<file path="config.mk">
export PLATFORM = sky130hd
export DESIGN_NAME = uart_frame_loader
export DESIGN_NICKNAME = d
export VERILOG_FILES = /design/src/rtl/uart_frame_loader.sv
export SDC_FILE = /design/constraint.sdc
export NUM_CORES = 1
export LEC_CHECK = 0
export ABC_AREA = 1
export CORE_ASPECT_RATIO = 1.1
export CORE_MARGIN = 2
export CORE_UTILIZATION = 59
export CTS_CLUSTER_DIAMETER = 50
export CTS_CLUSTER_SIZE = 25
export DETAILED_ROUTE_END_ITERATION = 6
export GPL_TIMING_DRIVEN = 0
export MAX_ROUTING_LAYER = met4
export PLACE_DENSITY = 0.84
export SETUP_SLACK_MARGIN = 0.3
export SLEW_MARGIN = 10
export SYNTH_ARGS = -nofsm -noshare
export SYNTH_HDL_FRONTEND = slang
export SYNTH_SLANG_ARGS = --single-unit
</file>
<file path="constraint.sdc">
create_clock -name clk -period 4.6 [get_ports clk]
set_clock_uncertainty 0.15 [all_clocks]
set_input_delay 0.92 -clock clk [delete_from_list [all_inputs] [get_ports clk]]
set_output_delay 0.92 -clock clk [all_outputs]
set_load 0.01 [all_outputs]
</file>
<file path="src/rtl/uart_frame_loader.sv">
// Framer between the UART receiver and execution-block memory: hunts for a sync byte,
// stores a length-prefixed XOR-checked payload, then answers with ACK or NAK.
module uart_frame_loader #(
    parameter int         ADDR_WIDTH     = 8,
    parameter logic [7:0] SYNC_BYTE      = 8'hA5,
    parameter int         TIMEOUT_CYCLES = 1_000_000,
    parameter logic [7:0] ACK_BYTE       = 8'h06,
    parameter logic [7:0] NAK_BYTE       = 8'h15
) (
    input  logic                  clk,
    input  logic                  reset,
    input  logic                  rx_valid,
    input  logic [7:0]            rx_data,
    output logic                  rx_ack,
    output logic [7:0]            tx_data,
    output logic                  tx_req,
    input  logic                  tx_busy,
    output logic                  mem_we,
    output logic [ADDR_WIDTH-1:0] mem_addr,
    output logic [7:0]            mem_wdata,
    output logic                  run,
    output logic                  frame_err,
    output logic                  in_frame
);

    localparam int TIMER_WIDTH = $clog2(TIMEOUT_CYCLES + 1);
    localparam logic [TIMER_WIDTH-1:0] TIMER_LAST = TIMER_WIDTH'(TIMEOUT_CYCLES - 1);

    typedef enum logic [2:0] {
        HUNT,
        LEN,
        PAYLOAD,
        CHK,
        RESP,
        WAIT_TX
    } state_t;

    state_t                  state_reg, state_next;
    logic                    ack_wait_reg, ack_wait_next;
    logic [7:0]              len_reg, len_next;
    logic [7:0]              chk_reg, chk_next;
    logic [ADDR_WIDTH-1:0]   idx_reg, idx_next;
    logic [TIMER_WIDTH-1:0]  timer_reg, timer_next;
    logic [7:0]              tx_data_reg, tx_data_next;
    logic                    tx_req_reg, tx_req_next;
    logic                    mem_we_reg, mem_we_next;
    logic [ADDR_WIDTH-1:0]   mem_addr_reg, mem_addr_next;
    logic [7:0]              mem_wdata_reg, mem_wdata_next;
    logic                    run_reg, run_next;
    logic                    frame_err_reg, frame_err_next;
    logic                    in_frame_reg, in_frame_next;

    logic capturing;
    logic framing;
    logic capture;
    logic timeout;

    // Bytes are only taken while listening; RESP/WAIT_TX leave them with the UART.
    assign capturing = state_reg inside {HUNT, LEN, PAYLOAD, CHK};
    assign framing   = state_reg inside {LEN, PAYLOAD, CHK};
    assign capture   = capturing && rx_valid && !ack_wait_reg && !reset;
    assign timeout   = framing && !capture && (timer_reg == TIMER_LAST);

    always_comb begin
        state_next     = state_reg;
        len_next       = len_reg;
        chk_next       = chk_reg;
        idx_next       = idx_reg;
        tx_data_next   = tx_data_reg;
        tx_req_next    = tx_req_reg;
        mem_we_next    = 1'b0;
        mem_addr_next  = mem_addr_reg;
        mem_wdata_next = mem_wdata_reg;
        run_next       = 1'b0;
        frame_err_next = 1'b0;

        // The data-ready line is level-held, so one capture per high period.
        if (capture) begin
            ack_wait_next = 1'b1;
        end else if (!rx_valid) begin
            ack_wait_next = 1'b0;
        end else begin
            ack_wait_next = ack_wait_reg;
        end

        timer_next = (capture || !framing) ? '0 : timer_reg + 1'b1;

        case (state_reg)
            HUNT: begin
                if (capture && rx_data == SYNC_BYTE) begin
                    state_next = LEN;
                end
            end
            LEN: begin
                if (capture) begin
                    len_next   = rx_data;
                    chk_next   = rx_data;
                    idx_next   = '0;
                    state_next = (rx_data == 8'd0) ? CHK : PAYLOAD;
                end else if (timeout) begin
                    frame_err_next = 1'b1;
                    state_next     = HUNT;
                end
            end
            PAYLOAD: begin
                if (capture) begin
                    chk_next       = chk_reg ^ rx_data;
                    mem_we_next    = 1'b1;
                    mem_addr_next  = idx_reg;
                    mem_wdata_next = rx_data;
                    idx_next       = idx_reg + 1'b1;
                    // len is at least 1 here, so len-1 cannot wrap.
                    if (idx_reg == ADDR_WIDTH'(len_reg - 8'd1)) begin
                        state_next = CHK;
                    end
                end else if (timeout) begin
                    frame_err_next = 1'b1;
                    state_next     = HUNT;
                end
            end
            CHK: begin
                if (capture) begin
                    if (rx_data == chk_reg) begin
                        run_next     = 1'b1;
                        tx_data_next = ACK_BYTE;
                    end else begin
                        frame_err_next = 1'b1;
                        tx_data_next   = NAK_BYTE;
                    end
                    state_next = RESP;
                end else if (timeout) begin
                    frame_err_next = 1'b1;
                    state_next     = HUNT;
                end
            end
            RESP: begin
                if (!tx_busy) begin
                    tx_req_next = 1'b1;
                    state_next  = WAIT_TX;
                end
            end
            WAIT_TX: begin
                if (tx_busy) begin
                    tx_req_next = 1'b0;
                    state_next  = HUNT;
                end
            end
            default: begin
                state_next = HUNT;
            end
        endcase

        in_frame_next = state_next inside {LEN, PAYLOAD, CHK};
    end

    always_ff @(posedge clk) begin
        if (reset) begin
            state_reg     <= HUNT;
            ack_wait_reg  <= 1'b0;
            len_reg       <= '0;
            chk_reg       <= '0;
            idx_reg       <= '0;
            timer_reg     <= '0;
            tx_data_reg   <= '0;
            tx_req_reg    <= 1'b0;
            mem_we_reg    <= 1'b0;
            mem_addr_reg  <= '0;
            mem_wdata_reg <= '0;
            run_reg       <= 1'b0;
            frame_err_reg <= 1'b0;
            in_frame_reg  <= 1'b0;
        end else begin
            state_reg     <= state_next;
            ack_wait_reg  <= ack_wait_next;
            len_reg       <= len_next;
            chk_reg       <= chk_next;
            idx_reg       <= idx_next;
            timer_reg     <= timer_next;
            tx_data_reg   <= tx_data_next;
            tx_req_reg    <= tx_req_next;
            mem_we_reg    <= mem_we_next;
            mem_addr_reg  <= mem_addr_next;
            mem_wdata_reg <= mem_wdata_next;
            run_reg       <= run_next;
            frame_err_reg <= frame_err_next;
            in_frame_reg  <= in_frame_next;
        end
    end

    assign rx_ack    = capture;
    assign tx_data   = tx_data_reg;
    assign tx_req    = tx_req_reg;
    assign mem_we    = mem_we_reg;
    assign mem_addr  = mem_addr_reg;
    assign mem_wdata = mem_wdata_reg;
    assign run       = run_reg;
    assign frame_err = frame_err_reg;
    assign in_frame  = in_frame_reg;

endmodule

</file>
-- Yosys cells after proc, flatten, opt, wreduce, memory -nomap -nowiden
Index checks and enable logic that the tools add are counted.
- output and inout port bits: 30
- input port bits: 12
- bits in registers: 77
- muxes and demuxes: 29
- bitwise gates (word level): 4
- equality and inequality tests: 17
- reductions and logical operators: 27
- add/sub/neg operators: 3
- operator list (kind ; count):
    8-bit 2-to-1 mux ; 4
    8-bit one-hot mux with 2 select lines ; 2
    3-bit 2-to-1 mux ; 8
    20-bit by 1-bit adder with 20-bit output (second input constant) ; 1
    20-bit == test (second input constant) ; 1
    3-bit one-hot mux with 6 select lines ; 1
    8-bit == test ; 2
    3-bit by 2-bit == test with 1-bit output (second input constant) ; 4
    1-bit 2-to-1 mux ; 11
    8-bit by 1-bit adder with 8-bit output (second input constant) ; 1
    8-bit == test (second input constant) ; 1
    8-bit zero test ; 1
    2-bit != test (second input constant) ; 4
    8-bit by 1-bit subtractor with 8-bit output (second input constant) ; 1
    8-bit XOR ; 1
    3-bit by 1-bit == test with 1-bit output (second input constant) ; 2
    3-bit == test (second input constant) ; 2
    1-bit logical AND ; 6
    2-bit AND reduction ; 3
    3-bit AND reduction ; 2
    3-bit nonzero test ; 2
    2-bit OR reduction ; 3
    5-bit 2-to-1 mux ; 1
    1-bit zero test ; 4
    8 further kinds ; 12

-- Longest topological paths before layout
Gate-level depths: netlist of run 1.
- depth after elaboration: 13
- gate-level depth with buffers: 16
- mapped depth without buffers: 16

-- Worst setup path after synthesis of run 1
Ideal clock, no wire load.
- path kind: input port to flip-flop
- start point: in reset
- end point: reg idx_reg[6]
- path buffers: 1
- slack: 2.103 ns
- cell stages on the path: 14
- setup time: 0.078 ns
- required time: 4.372 ns
- data arrival time: 2.269 ns
- path through: buf_6 clkinv_2 nand2_2 nor3_4 inv_2 nor2_8 nor2_2 clkinv_2 nand2_2 nor2_2 nand2_2 nor2_2 a21oi_1 nor3_1
- longest elaborated chain between the ends: 4
- elaborated cells between the ends (all ways): 5
- classes of those cells: eq/ne (2); reduce/logical (3)
- RTL lines (what ; line ; RTL):
    start, declared ; 11 ; input logic reset,
    1-bit zero test (*) ; 61 ; assign capture = capturing && rx_valid && !ack_wait_reg && !reset;
    1-bit logical AND (*) ; 61 ;
    net rx_ack ; 14 ; output logic rx_ack,
    2-bit != test (no source line) ; - ;
    3-bit AND reduction (no source line) (*) ; - ;
    end signal, assigned ; 177 ; idx_reg <= idx_next;
    end, declared ; 42 ; logic [ADDR_WIDTH-1:0] idx_reg, idx_next;
The timed path passes the listed nets; every way through them passes the cells marked *.
A chain may end at the register's enable or synchronous reset.

-- Worst setup path after layout of run 1
- start point: in rx_valid
- end point: out rx_ack
- longest elaborated chain between the ends: 3
- RTL lines (what ; line ; RTL):
    start, declared ; 12 ; input logic rx_valid,
    1-bit logical AND (3 in a row) ; 61 ;
    end, declared ; 14 ;
No other way between the ends.

==> run metrics, run 1 <==
die area=around 6300 um2; gpl congestion=0.878; YS warnings=0; FMAX=about 0.30 GHz; status=finished clean; vias per inst=around 5.3; final max-slew violation count=0; Main synth FF type=dfxtp_1; Max-slew headroom=61.9%; initial antenna violation count=0; Core Rows=28; crit path to=rx_ack; CP startpoint=rx_valid; Critical Path AT=about 2300 ps; TritonCTS clock tree=yes; mean post-synth cell area=between 7 and 8 um2; Min Clock Period, post-route=around 3400 ps; global-route wire length before repair=~13 mm; Final Hold Fails=0; LEAKAGE=around 1.6 nW; Critical R2R Launch=timer_reg[0]; Min-Delay Path Class=reg -> reg; Final nets=540; DR WL/cell=roughly 13 um; # setup viols final=0; cell breakdown of the critical path=clkdlybuf4s50_1 -> nand2_2 -> nor3_4 -> clkdlybuf4s50_1; Vias=between 3,000 and 4,000; DRT Pass-1 Iters=5; Async SR Flop Fraction=0%; final worst path period share=about three quarters; share of cells above drive strength 1=under 10%; Worst-Skew Late Latency=around 350 ps; most frequent cells in the layout=86 x nand2_1, 72 x dfxtp_1, 64 x inv_1, 56 x nor2_1, 39 x o21ai_0; cell mode on critical path=clkdlybuf4s50_1; Detailed Route WL=~7.8 mm; Clock Tree Root=clkbuf_8; Clock transition at path regs=approximately 70 ps; post_cts resized=0; Power Dens Cells=roughly 290 nW/um2; startpoint types=input port; Yosys cell types=37; DR iter-0 viols=approximately 210; reg-to-reg endpoint=timer_reg[18]; worst-margin pin slew=572 ps; worst hold slack=roughly 310 ps; total I/O pin count=42; largest net degree at the start of global routing=14; highest net fanout along the worst path=5; most common cell after layout, fill and taps aside=nand2_1; H-tree depth=3; Seq cells post-synth=72; post-route ant nets=0; setup tns final=0 ps; Area growth, synth to finish=19.6%; port buffer count=36; highest-delay cell along the critical path=clkdlybuf4s50_1; number of max-cap violations=0; Die Y=roughly 83 um; CTS buffer count=9; peak supply drop=roughly 0.27 mV; Crit Path Category=in -> out; max incr delay on CP=a little under 600 ps; Setup Fix Bufs, Post-CTS=0; RSZ-0062 raised after global routing=no; post-DP HPWL=roughly 5.7 mm; GRT Total Usage=a little over a quarter; max reg flops=20; Die W=76.1 um; count of flip-flops with a built-in enable after synthesis=0; Worst Reg-to-Reg Cells=12; vias in the first global route=2,975; Post-Synthesis Cell Area=approximately 3400 um2; CTS Buffer Depth=2; # diodes=0; CTS Hold Bufs=0; worst reg2reg setup slack=about 2300 ps; crit end category=output port; sequential-to-total area share from yosys stat=approximately 43%; global route total overflow=0; clock sink count=around 70; Initial Util=between 60% and 70%; Syn Inst Count=approximately 480; Core Box Area=between 5000 and 6000 um2; CP Data Required Time=around 3500 ps; Post-route DRC=0
-- synth_stat cells (3+ instances only) --
cell type | number | area, um2
inv_1 | 64 | 240
nor4_1 | 13 | 81.3
buf_4 | 5 | 37.5
nor3_1 | 20 | 100
nand2_1 | 86 | 323
nand4_1 | 11 | 68.8
xnor2_1 | 6 | 52.6
a22oi_1 | 6 | 45.0
nor2_2 | 3 | 18.8
nor2_1 | 56 | 210
nor3b_1 | 3 | 22.5
o21ai_0 | 39 | 195
dfxtp_1 | 72 | 1440
nand2_2 | 3 | 18.8
a21oi_1 | 38 | 190
buf_2 | 3 | 15.0
nand3_1 | 13 | 65.1
ha_1 | 3 | 37.5
o21a_1 | 3 | 22.5
clkbuf_1 | 8 | 30.0
-- cell families after synthesis --
kind of cell	count (synthesis)	synth area share, %
compound gates	93	15.0
xor+xnor	8	2.07
fa+ha+maj	3	1.11
buf+inv	86	10.5
flops	72	42.7
other cells	1	0.111
simple gates	212	28.5
-- power by group --
part | internal, mW | total (mW) | leakage [nW] | switching [mW]
Sequential | 0.623 | 0.624 | 0.580 | 0.000540
Combinational | 0.0168 | 0.0433 | 0.936 | 0.0265
Clock | 0.250 | 0.489 | 0.0952 | 0.240
-- routing by layer --
metal  GRT usage, %  share of wire (%)  up-vias
met3           3.59                5.5       15
met1           31.6                 45     1434
met5              -                  0        -
met4           13.4                2.1        0
li1               -                  -     1650
met2           42.8                 48       94
-- worst min-delay path by stage --
stage	from	end	slack (ps)	cells after the start
after floorplan	timer_reg[0]	timer_reg[0]	270	1
after global placement	timer_reg[0]	timer_reg[0]	280	1
after detailed placement	timer_reg[0]	timer_reg[0]	300	1
after CTS	timer_reg[0]	timer_reg[0]	310	1
after global routing	timer_reg[0]	timer_reg[0]	340	1
final	timer_reg[0]	timer_reg[0]	310	1
-- area by class of cell --
class | instances | area, um2
Clock inverter | 7 | 72.6
Multi-Input combinational cell | 320 | 1590
Clock buffer | 9 | 124
Buffer | 18 | 97.6
Fill cell | 442 | 1430
Timing Repair Buffer | 36 | 360
Tap cell | 75 | 93.8
Sequential cell | 72 | 1440
Inverter | 68 | 258
-- per-stage QoR --
step | cells | util [%] | total power [mW] | worst slack, ps | instance area [um2]
6_report | 605 | 73.9 | 1.16 | 1230 | 4040
4_1_cts | 605 | 73.9 | 1.17 | 1210 | 4040
5_1_grt | 605 | 73.9 | 1.20 | 1160 | 4040
3_3_place_gp | 589 | 70.3 | 0.680 | 1210 | 3840
2_1_floorplan | 478 | - | 0.661 | 2100 | 3390
3_5_place_dp | 589 | 70.3 | 0.680 | 1220 | 3840
-- worst max-delay path, delay by kind of cell --
kind	cells	cell delay, ps
buffers and inverters	2	1080
AND/OR/NAND/NOR	2	300
(Power assumes the default switching activity.)
==> inputs of run 2 (changes only) <==
--- a/config.mk
+++ b/config.mk
@@ -8,13 +8,13 @@
 export ABC_AREA = 1
 export CORE_ASPECT_RATIO = 1.1
 export CORE_MARGIN = 2
-export CORE_UTILIZATION = 59
+export CORE_UTILIZATION = 55
 export CTS_CLUSTER_DIAMETER = 50
 export CTS_CLUSTER_SIZE = 25
 export DETAILED_ROUTE_END_ITERATION = 6
 export GPL_TIMING_DRIVEN = 0
 export MAX_ROUTING_LAYER = met4
-export PLACE_DENSITY = 0.84
+export PLACE_DENSITY = 0.79
 export SETUP_SLACK_MARGIN = 0.3
 export SLEW_MARGIN = 10
 export SYNTH_ARGS = -nofsm -noshare
==> constraint.sdc (replaced) <==
create_clock -name clk -period 3.4 [get_ports clk]
set_clock_uncertainty 0.15 [all_clocks]
set_input_delay 0.68 -clock clk [delete_from_list [all_inputs] [get_ports clk]]
set_output_delay 0.68 -clock clk [all_outputs]
set_load 0.01 [all_outputs]
==> run 2 against run 1 <==
  * Total power increased by 44%
  * Sequential power rose by 35%
  * Cell count grew 0.33%
  * Setup slack lost 720 ps
  * Clock power increased by 57%
  * Via count is 2.3% higher
  * Utilization fell by 4.2 points
  * Final area rose by 0.84%
  * Die area grew 6.9%
  * Sequential share of layout area is 0.30 points lower
  * Critical path type unchanged
==> run metrics, run 2 (synthesized netlist as in run 1, its figures left out) <==
# diodes=0 (unchanged); worst-margin pin slew=533 ps (-39.6 ps); Die W=78.7 um (+3.4%); peak supply drop=0.282 mV (+5.5%); total I/O pin count=42 (unchanged); startpoint types=input port; Crit Path Category=in -> out; GRT busiest layer=met2; Min-Delay Path Class=reg -> reg; Max-slew headroom=64.5% (+2.6 points); Power Dens Cells=410 nW/um2 (+43%); most common cell after layout, fill and taps aside=nand2_1; vias per inst=5.38 (+2.0%); CP Data Required Time=2570 ps (-960 ps); LEAKAGE=1.62 nW (+0.79%); die area=6790 um2 (+6.9%); most frequent cells in the layout=86 x nand2_1, 72 x dfxtp_1, 64 x inv_1, 56 x nor2_1, 39 x o21ai_0; post-DP HPWL=5.77 mm (+0.40%); # setup viols final=0 (unchanged); Switching Share=22.9% (-0.11 points); max reg flops=20 (unchanged); DRT Pass-1 Iters=4 (-1); Worst Reg-to-Reg Cells=12 (unchanged); Post-route DRC=0 (unchanged); CTS Hold Bufs=0 (unchanged); setup tns final=0 ps (unchanged); DR iter-0 viols=180 (-15%); Seq pwr share=50.5% (-3.4 points); met2 GRT Util=44.1% (+1.3 points); Setup Fix Bufs, Post-CTS=0 (unchanged); share of cells above drive strength 1=7.17% (unchanged); largest net degree at the start of global routing=15 (+1); Min Clock Period, post-route=2890 ps; vias in the first global route=3,123 (+5.0%); RSZ-0062 raised after global routing=no; P_int=1.29 mW (+45%); Clock Tree Root=clkbuf_8; highest net fanout along the worst path=5 (unchanged); clock sink count=72 (unchanged); global route total overflow=0 (unchanged); Initial Util=57.8% (-4.0 points); clock network fraction of total power=46.0% (+3.7 points); TritonCTS clock tree=yes; FMAX=approximately 0.35 GHz; Design Area, Final=4070 um2 (+0.84%); gpl congestion=0.896 (+2.0%); Core Rows=29 (+3.6%); final max-slew violation count=0 (unchanged); Clock transition at path regs=80 ps (about the same); port buffer count=36 (unchanged); GRT Total Usage=26.0% (-0.11 points); post_cts resized=0 (unchanged); crit end category=output port; Post-DP Area=3850 um2 (about the same); switching power=383 uW (+44%); Detailed Route WL=7.98 mm (+2.1%); worst hold path depth=1 (unchanged); H-tree depth=3 (unchanged); Die Y=86.2 um (+3.4%); final worst path period share=roughly 85%; GR Util met3=4.38% (+0.79 points); Area growth, synth to finish=20.6%; global-route wire length before repair=13.7 mm (+3.5%); initial antenna violation count=0 (unchanged); Core Box Area=5840 um2 (+6.9%); DR WL/cell=13.2 um (+1.8%); status=finished clean; post-route ant nets=0 (unchanged); Final Util=69.7% (-4.2 points); CTS Buffer Depth=2 (unchanged); Worst-Skew Late Latency=360 ps (about the same); Final nets=540 (unchanged); Vias=3,267 (+2.3%); number of max-cap violations=0 (unchanged); fill cell count=498 (+13%); Critical Path AT=2060 ps (-240 ps); Gate power share=3.5% (-0.2 points); met1 usage=29.9% (-1.7 points); Final Hold Fails=0 (unchanged); CTS buffer count=9 (unchanged)
-- run 2: final cells by class --
cell class	instances	area [um2]	area share (%)
Inverter	68	258	6.33
Sequential cell	72	1440	35.4
Timing Repair Buffer	36	360	8.85
Multi-Input combinational cell	320	1590	39.1
Tap cell	77	96.3	2.36
Clock inverter	7	104	2.55
Clock buffer	9	124	3.04
Buffer	18	97.6	2.40
-- run 2: final timing paths --
path | from | to | slack [ps]
setup / recovery | rx_valid | rx_ack | 510
hold / removal | timer_reg[0] | timer_reg[0] | 300
setup reg to reg | timer_reg[0] | timer_reg[16] | 1000
hold reg to reg | timer_reg[0] | timer_reg[0] | 300
-- run 2: metrics by stage --
step / power (mW) / setup WS (ps) / std cells / hold WS [ps]
2_1_floorplan: 0.894 / 1140 / 478 / 268
3_3_place_gp: 0.920 / 487 / 591 / 279
3_5_place_dp: 0.921 / 504 / 591 / 298
4_1_cts: 1.67 / 494 / 607 / 309
5_1_grt: 1.72 / 454 / 607 / 343
6_report: 1.67 / 506 / 607 / 302
-- run 2: power by group through the flow --
stage | clock, mW | sequential, mW | combinational (mW)
2_1_floorplan | 0 | 0.864 | 0.0305
3_3_place_gp | 0 | 0.864 | 0.0565
3_5_place_dp | 0 | 0.864 | 0.0569
4_1_cts | 0.773 | 0.844 | 0.0574
5_1_grt | 0.813 | 0.844 | 0.0625
6_report | 0.769 | 0.844 | 0.0580
-- run 2: worst max-delay path, cell delays in order --
cell and delay, ps:
clkdlybuf4s50_1 500, nand2_2 80, nor3_4 220, clkdlybuf4s50_1 590
-- run 2: routing by layer --
metal	routed length (um)	up-vias
li1	-	1659
met1	3530	1508
met2	3920	82
met3	349	18
met4	187	0
met5	0	-
==> inputs of run 3 (changes only) <==
--- a/config.mk
+++ b/config.mk
@@ -20,3 +20,4 @@
 export SYNTH_ARGS = -nofsm -noshare
 export SYNTH_HDL_FRONTEND = slang
 export SYNTH_SLANG_ARGS = --single-unit
+export TNS_END_PERCENT = 30
==> results of run 3 <==
No change in the layout: final DEF, timing and power equal those of run 2.
